$ cat src/rtl/bram_server_pkg.sv
// Shared definitions for the BRAM port server: read latency and credit width helpers.
package bram_server_pkg;

  // BRAM read latency in cycles: 1 for the plain output, 2 with the output register enabled.
  function automatic int read_latency(input int pipelined);
    return (pipelined != 0) ? 2 : 1;
  endfunction

  // Width needed to count 0..depth inclusive (credits and FIFO occupancy).
  function automatic int credit_width(input int depth);
    return $clog2(depth + 1);
  endfunction

endpackage

$ cat src/rtl/bram_resp_fifo.sv
// Response FIFO with a registered head. A push into an empty FIFO lands directly in the
// head register at the push edge, so the consumer sees it the following cycle and a
// simultaneous push/pop on a single entry streams without a bubble.
module bram_resp_fifo
  import bram_server_pkg::*;
#(
  parameter int DATA_WIDTH = 8,
  parameter int DEPTH      = 4
) (
  input  logic                  clk,
  input  logic                  rst_n,
  input  logic                  push,
  input  logic [DATA_WIDTH-1:0] push_data,
  input  logic                  pop,
  output logic                  head_valid,
  output logic [DATA_WIDTH-1:0] head_data
);

  localparam int PTRW = $clog2(DEPTH);
  localparam int CW   = credit_width(DEPTH);

  logic [DATA_WIDTH-1:0] mem [DEPTH];
  logic [PTRW-1:0]       wr_ptr;
  logic [PTRW-1:0]       rd_ptr;
  logic [PTRW-1:0]       rd_ptr_next;
  logic [CW-1:0]         count;
  logic [CW-1:0]         remain;
  logic                  pop_eff;

  // Entries already stored (written at an earlier edge) that survive this edge's pop.
  always_comb begin
    pop_eff     = pop & head_valid;
    rd_ptr_next = rd_ptr + PTRW'(pop_eff);
    remain      = count - CW'(pop_eff);
  end

  // Storage array: no reset so it maps onto RAM.
  always_ff @(posedge clk) begin
    if (push) begin
      mem[wr_ptr] <= push_data;
    end
  end

  // Pointers, occupancy and the registered head; head bypasses from push_data when empty.
  always_ff @(posedge clk or negedge rst_n) begin
    if (!rst_n) begin
      wr_ptr     <= '0;
      rd_ptr     <= '0;
      count      <= '0;
      head_valid <= 1'b0;
      head_data  <= '0;
    end else begin
      if (push) begin
        wr_ptr <= wr_ptr + PTRW'(1);
      end
      rd_ptr <= rd_ptr_next;
      count  <= count + CW'(push) - CW'(pop_eff);
      if (remain != '0) begin
        head_valid <= 1'b1;
        head_data  <= mem[rd_ptr_next];
      end else if (push) begin
        head_valid <= 1'b1;
        head_data  <= push_data;
      end else begin
        head_valid <= 1'b0;
      end
    end
  end

endmodule

$ cat src/rtl/bram_port_server.sv
// Request/response front end for one port of a byte-enabled write-first BRAM.
// Credits bound the number of outstanding responses so the FIFO can never overflow.
// Optional feature macro: BRAM_PORT_SERVER_WRITE_ACK_EN (writes also return the merged word).
module bram_port_server
  import bram_server_pkg::*;
#(
  parameter int ADDR_WIDTH = 1,
  parameter int DATA_WIDTH = 8,
  parameter int CHUNKSIZE  = 8,
  parameter int WE_WIDTH   = 1,
  parameter int PIPELINED  = 0,
  parameter int DEPTH      = 4
) (
  input  logic                  clk,
  input  logic                  rst_n,
  input  logic                  req_valid,
  output logic                  req_ready,
  input  logic [WE_WIDTH-1:0]   req_we,
  input  logic [ADDR_WIDTH-1:0] req_addr,
  input  logic [DATA_WIDTH-1:0] req_data,
  output logic                  rsp_valid,
  input  logic                  rsp_ready,
  output logic [DATA_WIDTH-1:0] rsp_data,
  output logic                  bram_en,
  output logic [WE_WIDTH-1:0]   bram_we,
  output logic [ADDR_WIDTH-1:0] bram_addr,
  output logic [DATA_WIDTH-1:0] bram_di,
  input  logic [DATA_WIDTH-1:0] bram_do
);

  localparam int L  = read_latency(PIPELINED);
  localparam int CW = credit_width(DEPTH);

  generate
    if (DATA_WIDTH != WE_WIDTH * CHUNKSIZE) begin : g_bad_width
      $error("DATA_WIDTH must equal WE_WIDTH*CHUNKSIZE");
    end
    if ((DEPTH < L + 1) || ((DEPTH & (DEPTH - 1)) != 0)) begin : g_bad_depth
      $error("DEPTH must be a power of two and at least read latency + 1");
    end
  endgenerate

  typedef struct packed {
    logic [WE_WIDTH-1:0]   we;
    logic [ADDR_WIDTH-1:0] addr;
    logic [DATA_WIDTH-1:0] data;
  } req_t;

  req_t          req;
  logic [CW-1:0] credits;
  logic [L-1:0]  inflight;
  logic [L:0]    shift_in;
  logic          rsp_gen;
  logic          push;
  logic          pop;

  assign req = '{we: req_we, addr: req_addr, data: req_data};

  // Strobes pass straight through; acceptance only depends on credit availability.
  assign req_ready = rst_n & (credits != '0);
  assign bram_en   = req_valid & req_ready;
  assign bram_we   = req.we & {WE_WIDTH{bram_en}};
  assign bram_addr = req.addr;
  assign bram_di   = req.data;

`ifdef BRAM_PORT_SERVER_WRITE_ACK_EN
  assign rsp_gen = bram_en;
`else
  assign rsp_gen = bram_en & ~(|req.we);
`endif

  assign shift_in = {inflight, rsp_gen};
  assign push     = inflight[L-1];
  assign pop      = rsp_valid & rsp_ready;

  // Credit counter: take one per response-generating accept, return one per pop.
  always_ff @(posedge clk or negedge rst_n) begin
    if (!rst_n) begin
      credits <= CW'(DEPTH);
    end else begin
      credits <= credits - CW'(rsp_gen) + CW'(pop);
    end
  end

  // Latency shift register: bit L-1 marks the edge at which bram_do holds the response.
  always_ff @(posedge clk or negedge rst_n) begin
    if (!rst_n) begin
      inflight <= '0;
    end else begin
      inflight <= shift_in[L-1:0];
    end
  end

  bram_resp_fifo #(
    .DATA_WIDTH (DATA_WIDTH),
    .DEPTH      (DEPTH)
  ) u_fifo (
    .clk        (clk),
    .rst_n      (rst_n),
    .push       (push),
    .push_data  (bram_do),
    .pop        (pop),
    .head_valid (rsp_valid),
    .head_data  (rsp_data)
  );

endmodule

$ cat config.mk
export PLATFORM = sky130hd
export DESIGN_NAME = bram_port_server
export DESIGN_NICKNAME = d
export VERILOG_FILES = /design/src/rtl/bram_server_pkg.sv /design/src/rtl/bram_resp_fifo.sv /design/src/rtl/bram_port_server.sv
export SDC_FILE = /design/constraint.sdc
export NUM_CORES = 1
export LEC_CHECK = 0
export CORE_MARGIN = 2
export CORE_UTILIZATION = 40
export DETAILED_ROUTE_END_ITERATION = 8
export HOLD_SLACK_MARGIN = 0.03
export RECOVER_POWER = 50
export SLEW_MARGIN = 0
export SYNTH_ARGS = -nofsm -noshare
export SYNTH_HDL_FRONTEND = slang
export SYNTH_SLANG_ARGS = --single-unit
$ cat constraint.sdc
create_clock -name clk -period 2.7 [get_ports clk]
set_input_delay 0.405 -clock clk [delete_from_list [all_inputs] [get_ports clk]]
set_output_delay 0.405 -clock clk [all_outputs]
set_load 0.03 [all_outputs]
* Word level (Yosys, flattened, before mapping)
Memory sizes are Yosys's and may differ from the RTL's.
Cells that the tools add are included.
** Storage, ports and cells
- RAM bits :: 32
- Word-level logic and storage cells :: 30
- Memories :: 1
- Register bits :: 20
- Input bits :: 22
** Cells by class
- Mux-type cells :: 5
- Bitwise operators :: 7
- Reductions and logical operators :: 3
- $add $sub $neg :: 7
** Memory list
- u_fifo.mem :: depth 4, width 8, read ports 1, clocked after Yosys merged registers in 0, wr ports 1, RTL line bram_resp_fifo.sv:22 : logic [DATA_WIDTH-1:0] mem [DEPTH];
** Operators by type and width (number)
- $mux W8 :: 2
- $sub A3 B1 Y3 :: 3
- $add A3 B1 Y3 :: 2
- $and A1 B1 Y1 :: 6
- $reduce_bool A3 Y1 :: 2
- $mux W1 :: 3
- $add A2 B1 Y2 :: 1
- $add A2 B1 Y2 const B :: 1
- $reduce_bool A2 Y1 :: 1
- $not A1 Y1 :: 1

* Depth between registers and ports, before layout
Gate-level depths: netlist of the first run.
- Depth after elaboration :: 6
- Gate-level depth with buffers :: 10
- Gate-level depth less buffers :: 10

* Hierarchy
Synthesis of the first run repeated with hierarchy kept, for this count alone.
** Second synthesis, totals
- Cells, all modules :: 130
- Area, all modules :: 2287.2 um^2
** By module, submodules not included
- bram_resp_fifo :: instances 1, cells each 103, sequential area each 1361.3 um^2, area an instance 2005.7 um^2
- bram_port_server :: instances 1, cells each 27, sequential area each 101.3 um^2, area an instance 281.5 um^2

* Least setup slack after synthesis of the first run
OpenSTA, ideal clock, no wires.
- Path kind :: reg-to-reg
- Start point :: register credits[1]
- End point :: register credits[2]
- Cell stages (with the launch flop) :: 11
- Library setup time :: 0.075 ns
- Clock period less this slack :: 2.456 ns
- Buffers on the path :: 0
- Slack :: 0.244 ns
- Arrival time :: 2.380 ns
- Cell sequence :: dfrtp_1 -> or3_1 -> and3_1 -> nor2b_1 -> ha_1 -> inv_1 -> ha_1 -> inv_1 -> fa_1 -> xnor2_1 -> xnor2_1
** Between the ends
- Cells in the longest elaborated chain, start to end :: 6
** Ends and longest elaborated chain
- start, declared :: RTL line bram_port_server.sv:50 : logic [CW-1:0] credits;
- start signal, assigned :: RTL line bram_port_server.sv:79 : credits <= CW'(DEPTH);
- start signal, assigned :: RTL line bram_port_server.sv:81 : credits <= credits - CW'(rsp_gen) + CW'(pop);
- $reduce_bool A3 Y1 :: RTL line bram_port_server.sv:60 : assign req_ready = rst_n & (credits != '0);
- $and A1 B1 Y1 :: RTL line bram_port_server.sv:60
- $and A1 B1 Y1 :: RTL line bram_port_server.sv:61 : assign bram_en = req_valid & req_ready;
- via bram_en :: RTL line bram_port_server.sv:24 : output logic bram_en,
- $and A1 B1 Y1 :: RTL line bram_port_server.sv:69 : assign rsp_gen = bram_en & ~(|req.we);
- via rsp_gen :: RTL line bram_port_server.sv:53 : logic rsp_gen;
- $sub A3 B1 Y3 :: RTL line bram_port_server.sv:81
- $add A3 B1 Y3 :: RTL line bram_port_server.sv:81
The timed path passes the listed nets, and every way through them passes these cells.
A chain may end at the register's enable or synchronous reset.

* Worst setup path in the final report of the first run
- Start point :: register credits[1]
- End point :: register credits[2]
** Between the ends
- Cells in the longest elaborated chain, start to end :: 6
** Ends and longest elaborated chain (RTL line)
- $reduce_bool A3 Y1 :: bram_port_server.sv:60
- $and A1 B1 Y1 :: bram_port_server.sv:60
- $and A1 B1 Y1 :: bram_port_server.sv:61
- $and A1 B1 Y1 :: bram_port_server.sv:69
- via rsp_gen :: bram_port_server.sv:53
- $sub A3 B1 Y3 :: bram_port_server.sv:81
- $add A3 B1 Y3 :: bram_port_server.sv:81
The timed path passes the listed nets, and every way through them passes these cells.

==> results_dict.tcl, run 1 <==
set metrics [dict create \
    status "completed" \
    crit_path_end_kind "register" \
    startpoint_type "register" \
    yosys_register_bits 52 \
    detail_route.iter0.violations 61 \
    finalSetupViolCount 0 \
    viasPerCell 4.81 \
    yosys.cell_types.count 31 \
    timing.critical_path.slowest_stage_cell "dfrtp_1" \
    route.vias.total 1245 \
    cts_num_sinks 52 \
    min-delay-start "credits[0]" \
    rows 28 \
    hold_violations 0 \
    cts_hold_buf 0 \
    antenna_found_initial 0 \
    htree_num_levels 2 \
    portBuffers 24 \
    final_period_util 0.916 \
    drt_drc_violations_left 0 \
    report.final.slew_viol_count 0 \
    post_cts_resized 0 \
    post_layout_nonfiller_instances 259 \
    area_growth_from_synthesis_to_layout_pct 14.2 \
    worstSetupStartpoint "credits[1]" \
    postCtsSetupBuffers 0 \
    detail_route.wirelength_um 4130 \
    skew_pair_late_insertion_delay_ps 300 \
    overflow 0 \
    fp.dieArea_sq_um 6650 \
    first_pass_iters 4 \
    crit_buf_inv 2 \
    ios 43 \
    sequential_to_total_area_share_from_yosys_stat 0.608 \
    max_slew_margin 0.662 \
    worstReg2RegStart "credits[1]" \
    setup.worst_path.class "reg2reg" \
    netlist_instances 160 \
    die_w_um 81.5 \
    cts.clk_slew.worst_paths_ps 100 \
    leakagePower_nw 1.08 \
    synth-xor-area-share 0.0317 \
    final.fill_count 519 \
    routabilityCongestion 0.776 \
    wl_met1_um 1820 \
    numPlacedInstances 251 \
    syn_area_per_cell_sq_um 15.0 \
    antennaDiodeCount 0 \
    post-layout-total-power_mw 3.11 \
    worstPathCellList "or3_1, and3_1, nor2b_1, ha_1, inv_1, ha_1, inv_1, fa_1, xnor2_1, xnor2_1" \
    required_ps 2930 \
    max-vdd-ir-drop_mv 0.430 \
    rsz0062_at_grt "false" \
    regArea_sq_um 1460 \
    max_clock_freq_mhz 404 \
    highest_metal_used "met4" \
    combinational_family_with_the_most_area_after_synthesis "multiplexers" \
    layout.nets 219 \
    footprint_of_the_multi_input_gates_sq_um 778 \
    post-route-min-period_ps 2470 \
    yosys_warnings 0 \
    placeableCoreArea_sq_um 5850 \
    floorplan.initialDensity 0.411 \
    synth.cell_area_sq_um 2400 \
    worst_stage_delay_on_the_critical_path_ps 440 \
    first_global_vias 1396 \
    postLayoutCoreUtil 0.469 \
    drtAntennaViolNets 0 \
    synth_nets 196 \
    drive_above_1_share 0.185 \
    max-cap-violations 0 \
    sum_of_negative_setup_slack_ps 0 \
    maximum_number_of_pins_on_one_net_before_global_route_repair 22 \
    cp.arrival_ps 2700 \
    synth_adder_area_share 0.0791 \
    cts_tree "yes" \
    grt_pass1_wl_um 7000 \
    cts.path.max_buffers 2 \
    hold_path.class "reg2reg" \
    routed-wl-met3_um 203 \
    slew_worst_pin_ps 507 \
    synth_simple_gate_area_share 0.0676 \
    cts_buffers 5 \
    post_drt_wl_per_cell_um 15.9 \
    cp_max_fo 3 \
    gr-usage-all-layers 0.144 \
    clk_root_buffer_cell "clkbuf_8" \
    die_height_um 81.5 \
    dp_hpwl_um 2960 \
    synth_compound_area_frac 0.0323 \
    finClkSkew_ps 8.61 \
    wl_met2_um 2080 \
    yosys-mux-area-fraction 0.113 \
    p_per_area_nw_per_um2 1130 \
    critical_path.top_delay_family "adder cells" \
]
[worst paths after layout]
path / to / slack (ps) / depth (start not counted)
worst max-delay path: credits[2] / 230 / 10
worst min-delay path: credits[0] / 520 / 1
worst max register to register: credits[2] / 230 / 10
worst min register to register: credits[0] / 520 / 1
max in group asynchronous: credits[2] / 1890 / 2
min in group asynchronous: u_fifo.wr_ptr[1] / 540 / 2
[layout make-up]
class                           count  area share
Clock buffer                        5      0.0251
Clock inverter                      3     0.00866
Inverter                           11      0.0150
Multi-Input combinational cell     83       0.283
Sequential cell                    52       0.533
Tap cell                           75      0.0342
Timing Repair Buffer               30       0.101
[flip-flops by register name, summed over array words and instances (netlist names)]
register           cells
u_fifo.rd_ptr          2
u_fifo.head_valid      1
u_fifo.head_data       8
u_fifo.count           3
u_fifo.wr_ptr          2
inflight               1
u_fifo.mem            32
credits                3
[synthesized netlist by cell type]
master / n / area, sq um
mux2_4: 1 / 15.0
nand2_1: 3 / 11.3
xor2_1: 1 / 8.76
o21ai_0: 1 / 5.00
fa_1: 2 / 40.0
mux4_1: 1 / 26.3
xnor2_2: 1 / 16.3
ha_1: 12 / 150
dfstp_2: 1 / 26.3
edfxtp_1: 32 / 961
or3_1: 1 / 6.26
inv_1: 11 / 41.3
mux2_2: 8 / 90.1
buf_6: 2 / 22.5
xnor2_1: 4 / 35.0
or2_2: 1 / 6.26
nand3b_1: 1 / 7.51
dfrtp_1: 19 / 475
mux2i_1: 14 / 140
xor2_2: 1 / 16.3
buf_2: 1 / 5.00
and2_1: 6 / 37.5
or2_1: 1 / 6.26
a211oi_2: 4 / 50.1
and3_1: 1 / 6.26
buf_12: 1 / 20.0
buf_4: 10 / 75.1
nor3_1: 14 / 70.1
nand3_1: 1 / 5.00
nor2b_1: 1 / 6.26
a211oi_1: 3 / 22.5
[layout by cell type, fill, tap and decap left out, types with 5 or more instances in the layout]
cell,instances
clkbuf_8,5
dfrtp_1,19
and2_1,6
clkdlybuf4s50_1,12
ha_1,12
buf_4,9
mux2_2,8
nor3_1,14
inv_1,11
mux2i_1,14
edfxtp_1,32
dlygate4sd3_1,9
[stage by stage]
stage	hold WS, ps	worst slack [ps]	cell area [sq um]
CTS	468	202	2750
global route	547	23.4	2750
floorplan	109	244	2400
detailed placement	507	118	2650
finish	521	226	2750
global placement	480	268	2650
[cells by family after synthesis]
group,count (synthesis)
compound gates,8
simple gates,30
buf+inv,25
flops,52
fa+ha+maj,14
xor+xnor,7
mux,24
[layer usage]
metal / vias to the layer above / track usage
met5: - / 0
met2: 26 / 0.239
met4: 0 / 0.0458
met3: 2 / 0.0396
li1: 602 / -
met1: 615 / 0.182
[power breakdown]
| part | internal (mW) | switching [mW] | total [mW] |
|---|---|---|---|
| combinational | 0.745 | 0.777 | 1.52 |
| clock | 0.184 | 0.251 | 0.435 |
| sequential | 1.04 | 0.109 | 1.15 |
Note: power is estimated with default switching activity, not from simulation.
==> inputs of run 2 (changes only) <==
- ABC_CLOCK_PERIOD_IN_PS: unset -> 2700
- CAP_MARGIN: unset -> 20
- HOLD_SLACK_MARGIN: 0.03 -> 0.08
==> results of run 2 <==
Same layout as run 1: the final DEF is identical, and so are final timing and power.
